### config.mk
export PLATFORM = sky130hd
export DESIGN_NAME = fpga_msg_up_arbiter
export DESIGN_NICKNAME = d
export VERILOG_FILES = /design/src/rtl/fpga_msg_up_arbiter.sv
export SDC_FILE = /design/constraint.sdc
export NUM_CORES = 1
export LEC_CHECK = 0
export BUFFER_PORTS_ARGS = -buffer_cell sky130_fd_sc_hd__buf_4
export CELL_PAD_IN_SITES_DETAIL_PLACEMENT = 0
export CELL_PAD_IN_SITES_GLOBAL_PLACEMENT = 1
export CORE_MARGIN = 2
export CORE_UTILIZATION = 39
export DETAILED_ROUTE_END_ITERATION = 7
export PLACE_DENSITY = 0.8
export SLEW_MARGIN = 20
export SYNTH_ARGS = -nofsm -noshare
export SYNTH_HDL_FRONTEND = slang
export SYNTH_SLANG_ARGS = --single-unit
### constraint.sdc
create_clock -name clk_i -period 2 [get_ports clk_i]
set_input_delay 0.2 -clock clk_i [delete_from_list [all_inputs] [get_ports clk_i]]
set_output_delay 0.2 -clock clk_i [all_outputs]
set_load 0.05 [all_outputs]
### src/rtl/fpga_msg_up_arbiter.sv
// Shares the 64-bit uplink between three sources, each with a one-entry slot, using round-robin grant and a paced handshake.
// Latency: a source strobe reaches up_vld_o 2 cycles later when the FSM is idle; GAP_CYCLES idle cycles follow each transfer.
// Backpressure: the message is held on up_data_o until up_rdy_i; sources never stall and a newer strobe overwrites, counting a drop.
module fpga_msg_up_arbiter #(
    parameter int GAP_CYCLES = 16
) (
    input  logic        clk_i,
    input  logic        rst_n_i,
    input  logic        src0_vld_i,
    input  logic [63:0] src0_data_i,
    input  logic        src1_vld_i,
    input  logic [63:0] src1_data_i,
    input  logic        src2_vld_i,
    input  logic [63:0] src2_data_i,
    output logic        up_vld_o,
    output logic [63:0] up_data_o,
    output logic [1:0]  up_src_o,
    input  logic        up_rdy_i,
    output logic [2:0]  pend_o,
    output logic [23:0] drop_cnt_o
);

    typedef enum logic [1:0] {
        ST_IDLE,
        ST_SEND,
        ST_GAP
    } state_t;

    typedef struct packed {
        logic [1:0]  src;
        logic [63:0] dat;
    } msg_t;

    localparam logic [7:0] GAP_LAST = 8'(GAP_CYCLES - 1);

    logic [2:0]  src_vld;
    logic [63:0] src_dat [3];
    logic [63:0] slot_dat [3];
    logic [2:0]  pend;
    logic [7:0]  drop_cnt [3];
    logic [1:0]  last_grant;
    state_t      state;
    logic [7:0]  gap_cnt;
    msg_t        up_msg;
    logic        up_vld;

    logic [1:0]  win;
    logic [63:0] win_dat;
    logic        grant_en;
    logic [2:0]  grant_oh;

    assign src_vld    = {src2_vld_i, src1_vld_i, src0_vld_i};
    assign src_dat[0] = src0_data_i;
    assign src_dat[1] = src1_data_i;
    assign src_dat[2] = src2_data_i;

    // Round-robin: search begins at the slot after the last one granted.
    always_comb begin
        win = 2'd0;
        case (last_grant)
            2'd0:    win = pend[1] ? 2'd1 : (pend[2] ? 2'd2 : 2'd0);
            2'd1:    win = pend[2] ? 2'd2 : (pend[0] ? 2'd0 : 2'd1);
            default: win = pend[0] ? 2'd0 : (pend[1] ? 2'd1 : 2'd2);
        endcase
    end

    always_comb begin
        win_dat = slot_dat[0];
        case (win)
            2'd1:    win_dat = slot_dat[1];
            2'd2:    win_dat = slot_dat[2];
            default: win_dat = slot_dat[0];
        endcase
    end

    assign grant_en = (state == ST_IDLE) && (|pend);
    assign grant_oh = grant_en ? (3'b001 << win) : 3'b000;

    // A strobe coinciding with its own grant refills the slot without a drop.
    always_ff @(posedge clk_i or negedge rst_n_i) begin
        if (!rst_n_i) begin
            pend <= '0;
            for (int n = 0; n < 3; n++) begin
                slot_dat[n] <= '0;
                drop_cnt[n] <= '0;
            end
        end else begin
            for (int n = 0; n < 3; n++) begin
                if (src_vld[n]) begin
                    slot_dat[n] <= src_dat[n];
                    pend[n]     <= 1'b1;
                    if (pend[n] && !grant_oh[n] && (drop_cnt[n] != 8'hFF)) begin
                        drop_cnt[n] <= drop_cnt[n] + 8'd1;
                    end
                end else if (grant_oh[n]) begin
                    pend[n] <= 1'b0;
                end
            end
        end
    end

    always_ff @(posedge clk_i or negedge rst_n_i) begin
        if (!rst_n_i) begin
            state      <= ST_IDLE;
            gap_cnt    <= '0;
            last_grant <= 2'd2;
            up_vld     <= 1'b0;
            up_msg     <= '0;
        end else begin
            case (state)
                ST_IDLE: begin
                    if (grant_en) begin
                        up_msg.src <= win;
                        up_msg.dat <= win_dat;
                        last_grant <= win;
                        up_vld     <= 1'b1;
                        state      <= ST_SEND;
                    end
                end
                ST_SEND: begin
                    if (up_rdy_i) begin
                        up_vld  <= 1'b0;
                        gap_cnt <= '0;
                        state   <= (GAP_CYCLES > 0) ? ST_GAP : ST_IDLE;
                    end
                end
                ST_GAP: begin
                    if (gap_cnt == GAP_LAST) begin
                        gap_cnt <= '0;
                        state   <= ST_IDLE;
                    end else begin
                        gap_cnt <= gap_cnt + 8'd1;
                    end
                end
                default: state <= ST_IDLE;
            endcase
        end
    end

    assign up_vld_o   = up_vld;
    assign up_data_o  = up_msg.dat;
    assign up_src_o   = up_msg.src;
    assign pend_o     = pend;
    assign drop_cnt_o = {drop_cnt[2], drop_cnt[1], drop_cnt[0]};

endmodule

* Word level (Yosys, flattened, before mapping) *
Index checks and enable logic that the tools add are counted.

storage, ports and cells
  register bits = 298
  bits of input ports = 198
  output and inout port bits = 94
  logic and storage cells = 82

operators by class
  add/sub/neg operators = 4
  eq/ne operators = 12
  shift operators = 1
  mux-type cells = 25
  reductions and logical operators = 25

operator list
  cell                                                                    number
  64-bit one-hot mux with 2 select lines                                  1
  8-bit by 1-bit adder with 8-bit output (second input constant)          4
  8-bit != test (second input constant)                                   3
  2-bit 2-to-1 mux                                                        8
  8-bit 2-to-1 mux                                                        2
  8-bit one-hot mux with 2 select lines                                   1
  2-bit AND reduction                                                     5
  2-bit nonzero test                                                      5
  1-bit 2-to-1 mux                                                        9
  8-bit by 4-bit equality test with 1-bit output (second input constant)  1
  1-bit logical AND                                                       7
  2-bit by 1-bit equality test with 1-bit output (second input constant)  3
  2-bit != test (second input constant)                                   3
  2-bit one-hot mux with 3 select lines                                   1
  3-bit AND reduction                                                     2
  2-bit equality test (second input constant)                             2
  2-bit logical NOT                                                       2
  2-bit one-hot mux with 2 select lines                                   1
  1-bit logical NOT                                                       3
  3-bit 2-to-1 mux                                                        1
  3-bit OR reduction                                                      1
  1-bit by 2-bit << shifter with 3-bit output (first input constant)      1
  1-bit one-hot mux with 2 select lines                                   1

* Longest topological paths before layout *
  depth in word-level cells = 9
  gate-level depth with buffers = 12
  gate-level depth less buffers = 9

* Worst setup path before layout *
OpenSTA, ideal clock, no wires.

  kind = reg2reg
  from = reg pend[2] (netlist: pend_o[2])
  to = reg up_msg (netlist bit up_data_o[47])
  data arrival time = 2.377 ns
  setup slack = -0.500 ns
  stages on the path, launching flop included = 11
  path buffers = 4
  period minus slack after synthesis = 2.500 ns
  cells stage by stage = dfrtp_1 > buf_2 > inv_1 > o32a_1 > ha_1 > buf_2 > buf_2 > clkbuf_1 > nand2_1 > o21ai_0 > o21ai_1

between the ends
  longest elaborated chain between the ends = 5
  elaborated cells on any way between the ends = 10
  those cells by class = eq/ne (2); mux (5); reduce/logical (3)

ends and longest elaborated chain
  element                                                                                       RTL line  RTL
  start, declared                                                                               39        logic [2:0] pend;
  start signal, assigned                                                                        82        pend <= '0;
  start signal, assigned by index                                                               91        pend[n] <= 1'b1;
  start signal, assigned by index                                                               96        pend[n] <= 1'b0;
  2-bit 2-to-1 mux (2 in series)                                                                61        2'd0: win = pend[1] ? 2'd1 : (pend[2] ? 2'd2 : 2'd0);
  2-bit one-hot mux with 2 select lines                                                         60        case (last_grant)
  2-bit equality test / 2-bit by 1-bit equality test with 1-bit output (equally long branches)  69        case (win)
  64-bit one-hot mux with 2 select lines                                                        69
  end, declared                                                                                 44        msg_t up_msg;

Several ways; a longest one is shown, not always the timed one.
A chain may end at the register's enable or synchronous reset.

* Worst setup path after layout *
  from = reg last_grant[1]
  to = reg drop_cnt (netlist bit drop_cnt_o[17])

between the ends
  longest elaborated chain between the ends = 8
  elaborated cells on any way between the ends = 9
  those cells by class = eq/ne (1); shift (1); mux (2); reduce/logical (5)

ends and longest elaborated chain
  element                                                                                     RTL line  RTL
  start, declared                                                                             41        logic [1:0] last_grant;
  start signal, assigned                                                                      115       last_grant <= win;
  2-bit by 1-bit equality test with 1-bit output / 2-bit logical NOT (equally long branches)  60
  2-bit one-hot mux with 2 select lines (*)                                                   60
  1-bit by 2-bit << shifter with 3-bit output (*)                                             77        assign grant_oh = grant_en ? (3'b001 << win) : 3'b000;
  3-bit 2-to-1 mux (*)                                                                        77
  1-bit logical NOT (*)                                                                       92        if (pend[n] && !grant_oh[n] && (drop_cnt[n] != 8'hFF)) begin
  1-bit logical AND (*) (2 in series)                                                         92
  2-bit AND reduction (no line) (*)                                                           n/a
  end signal, assigned by index                                                               93        drop_cnt[n] <= drop_cnt[n] + 8'd1;
  end, declared                                                                               40        logic [7:0] drop_cnt [3];

Mark *: on every way between the ends. The rest lies on a longest branch, timed or not.

==> results.md <==
* Outcome: finished with violations
* Failing checks: negative setup slack
* IO Count at 292
* Period minus WS final at 2090 ps
* Most frequent cells in the layout: buf_4, dfrtp_1, dlygate4sd3_1
* Internal power at 17.8 mW
* Post-synthesis async set-or-reset flop share at 1.00
* CP endpoint kind: flip-flop
* PortBufs at 291
* Worst min path class: input pin to flip-flop
* Initial antenna violation count at 4
* Final Power at 31.1 mW
* Pleak at 8.55 nW
* Grt total ovfl at 0
* Bufs on Longest Clock Path at 3
* Sequential power share at 0.274
* Placed Cells at 1701
* DRC at 0
* CTS buffer count at 34
* Crit Path Category: flip-flop to flip-flop
* Most common cell after layout, fill and taps aside: buf_4
* Netlist cell types at 51
* Slew HR at 0.685
* TritonCTS clock tree: yes
* Routed wire length at 37500 µm
* DRT Pass-1 Iters at 4
* Vias in the first global route at 10900
* Final hold violations at 0
* Ys flop type: dfrtp_1
* First-pass GRT wire length at 57500 µm
* Area Overhead vs Synth at 53.2%
* Min-delay src: src0_vld_i
* Wire per inst at 19.0 µm
* Slew Viols, Final at 0
* Die width at 184 µm
* Final Skew at 11.1 ps
* Vias per cell at 5.15
* Pin slew with the least headroom to its limit at 472 ps
* Power share of the clock group at 0.216
* Syn_area_per_cell at 12.1 µm²
* RSZ-0062 raised after global routing: yes
* CP required at 2380 ps
* H-Tree Level Count at 2
* Rows at 65
* Final worst-path cycle share at 1.05
* Pin count of the biggest net entering global routing at 99
* Max_cap viols at 0
* Clock sink count at 297
* Switching share of total power at 0.428
* Final Util at 0.611
* Sequential area share after synthesis at 0.587
* Ys Warns at 0
* Switch Pwr at 13.3 mW
* Share of layout cells above drive strength 1 at 0.442
* RePlAce Congestion at 0.760
* Die ar. at 33900 µm²
* Initial core utilization at 0.399
* Skew-Pair Late Insertion Delay at 500 ps
* Combinational power share at 0.510
* CTS Root Cell: clkbuf_16
* Gr usage total at 0.213
* Crit path launch: last_grant[1]
* Initial DRC count at 444
* CP Launch Type: flip-flop
* Placed wire-length estimate at 22500 µm
* F_max at 478 MHz
* EDFF count, synth at 0
* Fin cells at 1979
* Synthesized flop and latch total at 297
* R2R Path Start: last_grant[1]
* CORE AREA at 31700 µm²
* Syn Inst Count at 1042
* Synthesized area at 12700 µm²
* Crit path DAT at 2470 ps
* PwrDens at 1600 nW/µm²
* Final WS setup at -93.4 ps
* Final setup fails at 24
* Die Span Y at 184 µm
* Final #Nets at 1751
* Mapped Nets at 1247
* DR vias at 10200
* Clock-pin transition on the worst setup and hold timing paths at 60 ps
* Antenna Nets Post-Route at 0
* Peak VDD IR at 0.00128 V
* Worst-path fanout max at 6
-- metal layers --
metal	share of wire	up-vias	GRT usage
met5	0	-	0
met4	0.028	0	0.0698
met1	0.42	5076	0.265
met2	0.51	279	0.376
li1	-	4753	-
met3	0.046	80	0.0377
-- worst max-delay path: stages, from the launching register on --
cell	delay, ps
dfstp_2	560
buf_4	130
nor2_2	40
a21oi_2	180
buf_4	150
ha_4	190
buf_4	140
nand2_2	50
and3b_2	230
mux2_1	310
-- through the flow --
| stage | hold WS, ps | worst slack (ps) | TNS [ps] | instance area, µm² |
|---|---|---|---|---|
| floorplan | -95.6 | -236 | -9880 | 12800 |
| global placement | 150 | -47.0 | -94.6 | 15500 |
| detailed placement | 152 | -58.3 | -698 | 15500 |
| CTS | 114 | -20.6 | -110 | 18700 |
| global route | 119 | -151 | -6890 | 19400 |
| finish | 129 | -93.4 | -610 | 19400 |
-- registers in the layout (all words and copies together), names as in the netlist --
| name | count |
|---|---|
| drop_cnt_o | 24 |
| last_grant | 2 |
| up_src_o | 1 |
| slot_dat | 192 |
| state | 2 |
| gap_cnt | 8 |
| up_vld_o | 1 |
| pend_o | 3 |
| up_data_o | 64 |
-- power by group through the flow --
| stage | combinational (mW) | sequential [mW] | clock (mW) |
|---|---|---|---|
| 6_report | 15.9 | 8.53 | 6.71 |
| 5_1_grt | 17.1 | 8.72 | 7.10 |
| 4_1_cts | 14.3 | 8.46 | 6.87 |
| 3_5_place_dp | 13.8 | 8.54 | 0 |
| 3_3_place_gp | 13.7 | 8.49 | 0 |
| 2_1_floorplan | 6.72 | 11.3 | 0 |
-- path summary, 6_finish.rpt --
path | to | slack [ps] | cells after the start
max reg2reg | drop_cnt_o[17] | -90 | 9
min reg2reg | up_data_o[13] | 490 | 2
max in group asynchronous | slot_dat[58] | 1050 | 3
min | pend_o[0] | 130 | 2
min in group asynchronous | up_data_o[3] | 220 | 2
max | drop_cnt_o[17] | -90 | 9
-- layout make-up --
| type | count | area, µm² |
|---|---|---|
| Clock buffer | 49 | 1030 |
| Clock inverter | 12 | 193 |
| Timing Repair Buffer | 538 | 4850 |
| Tap cell | 402 | 503 |
| Multi-Input combinational cell | 672 | 5350 |
| Fill cell | 2482 | 12300 |
| Antenna cell | 6 | 15.0 |
| Inverter | 3 | 11.3 |
| Sequential cell | 297 | 7440 |
-- what timing repair did --
item                                    4_1_cts  5_1_grt
setup buffers                                 1       10
resized for setup                            11      133
hold buffers                                194        0
pin swaps                                     9       13
endpoints found under the setup margin       36       81
gates cloned                                  0        6
endpoints found under the hold margin       335        0
-- Yosys cell counts, types with 2 or more instances --
master    number  share of area
a21o_1         4         0.0024
nand2b_1       7         0.0035
buf_2         41          0.016
xor2_1         2         0.0014
nor2b_1        6         0.0030
inv_1          3        0.00089
a21oi_2        2         0.0014
mux2_2       192           0.17
a211oi_2       2         0.0020
mux2_4         2         0.0024
and3_1         6         0.0030
o21a_1         6         0.0036
a21boi_0       2         0.0012
buf_4          6         0.0036
a22oi_1       64          0.038
nand3_1       22         0.0087
ha_1           7         0.0069
a31oi_1        4         0.0020
a311oi_1       2         0.0014
o21ai_0       67          0.027
o31ai_1        2         0.0012
buf_1          5         0.0015
nor3_1         3         0.0012
mux2_1         5         0.0044
a41oi_1        2         0.0014
o21ai_1       71          0.028
dfrtp_1      296           0.59
nand2_1      148          0.044
and4_1         3         0.0021
nor2_1         4         0.0012
a21oi_1       10         0.0040
clkbuf_1      17         0.0050
nand4_1        6         0.0030
xnor2_1        6         0.0042
-- cells by family (layout without fill, tap and decap cells) --
family	count (synthesis)	after routing	synth area share
flops	297	297	0.587
compound gates	245	245	0.118
simple gates	212	212	0.0753
mux	200	200	0.178
buf+inv	73	602	0.0281
xor+xnor	8	8	0.00554
fa+ha+maj	7	7	0.00692
other cells	0	6	0
(Power assumes the default switching activity.)
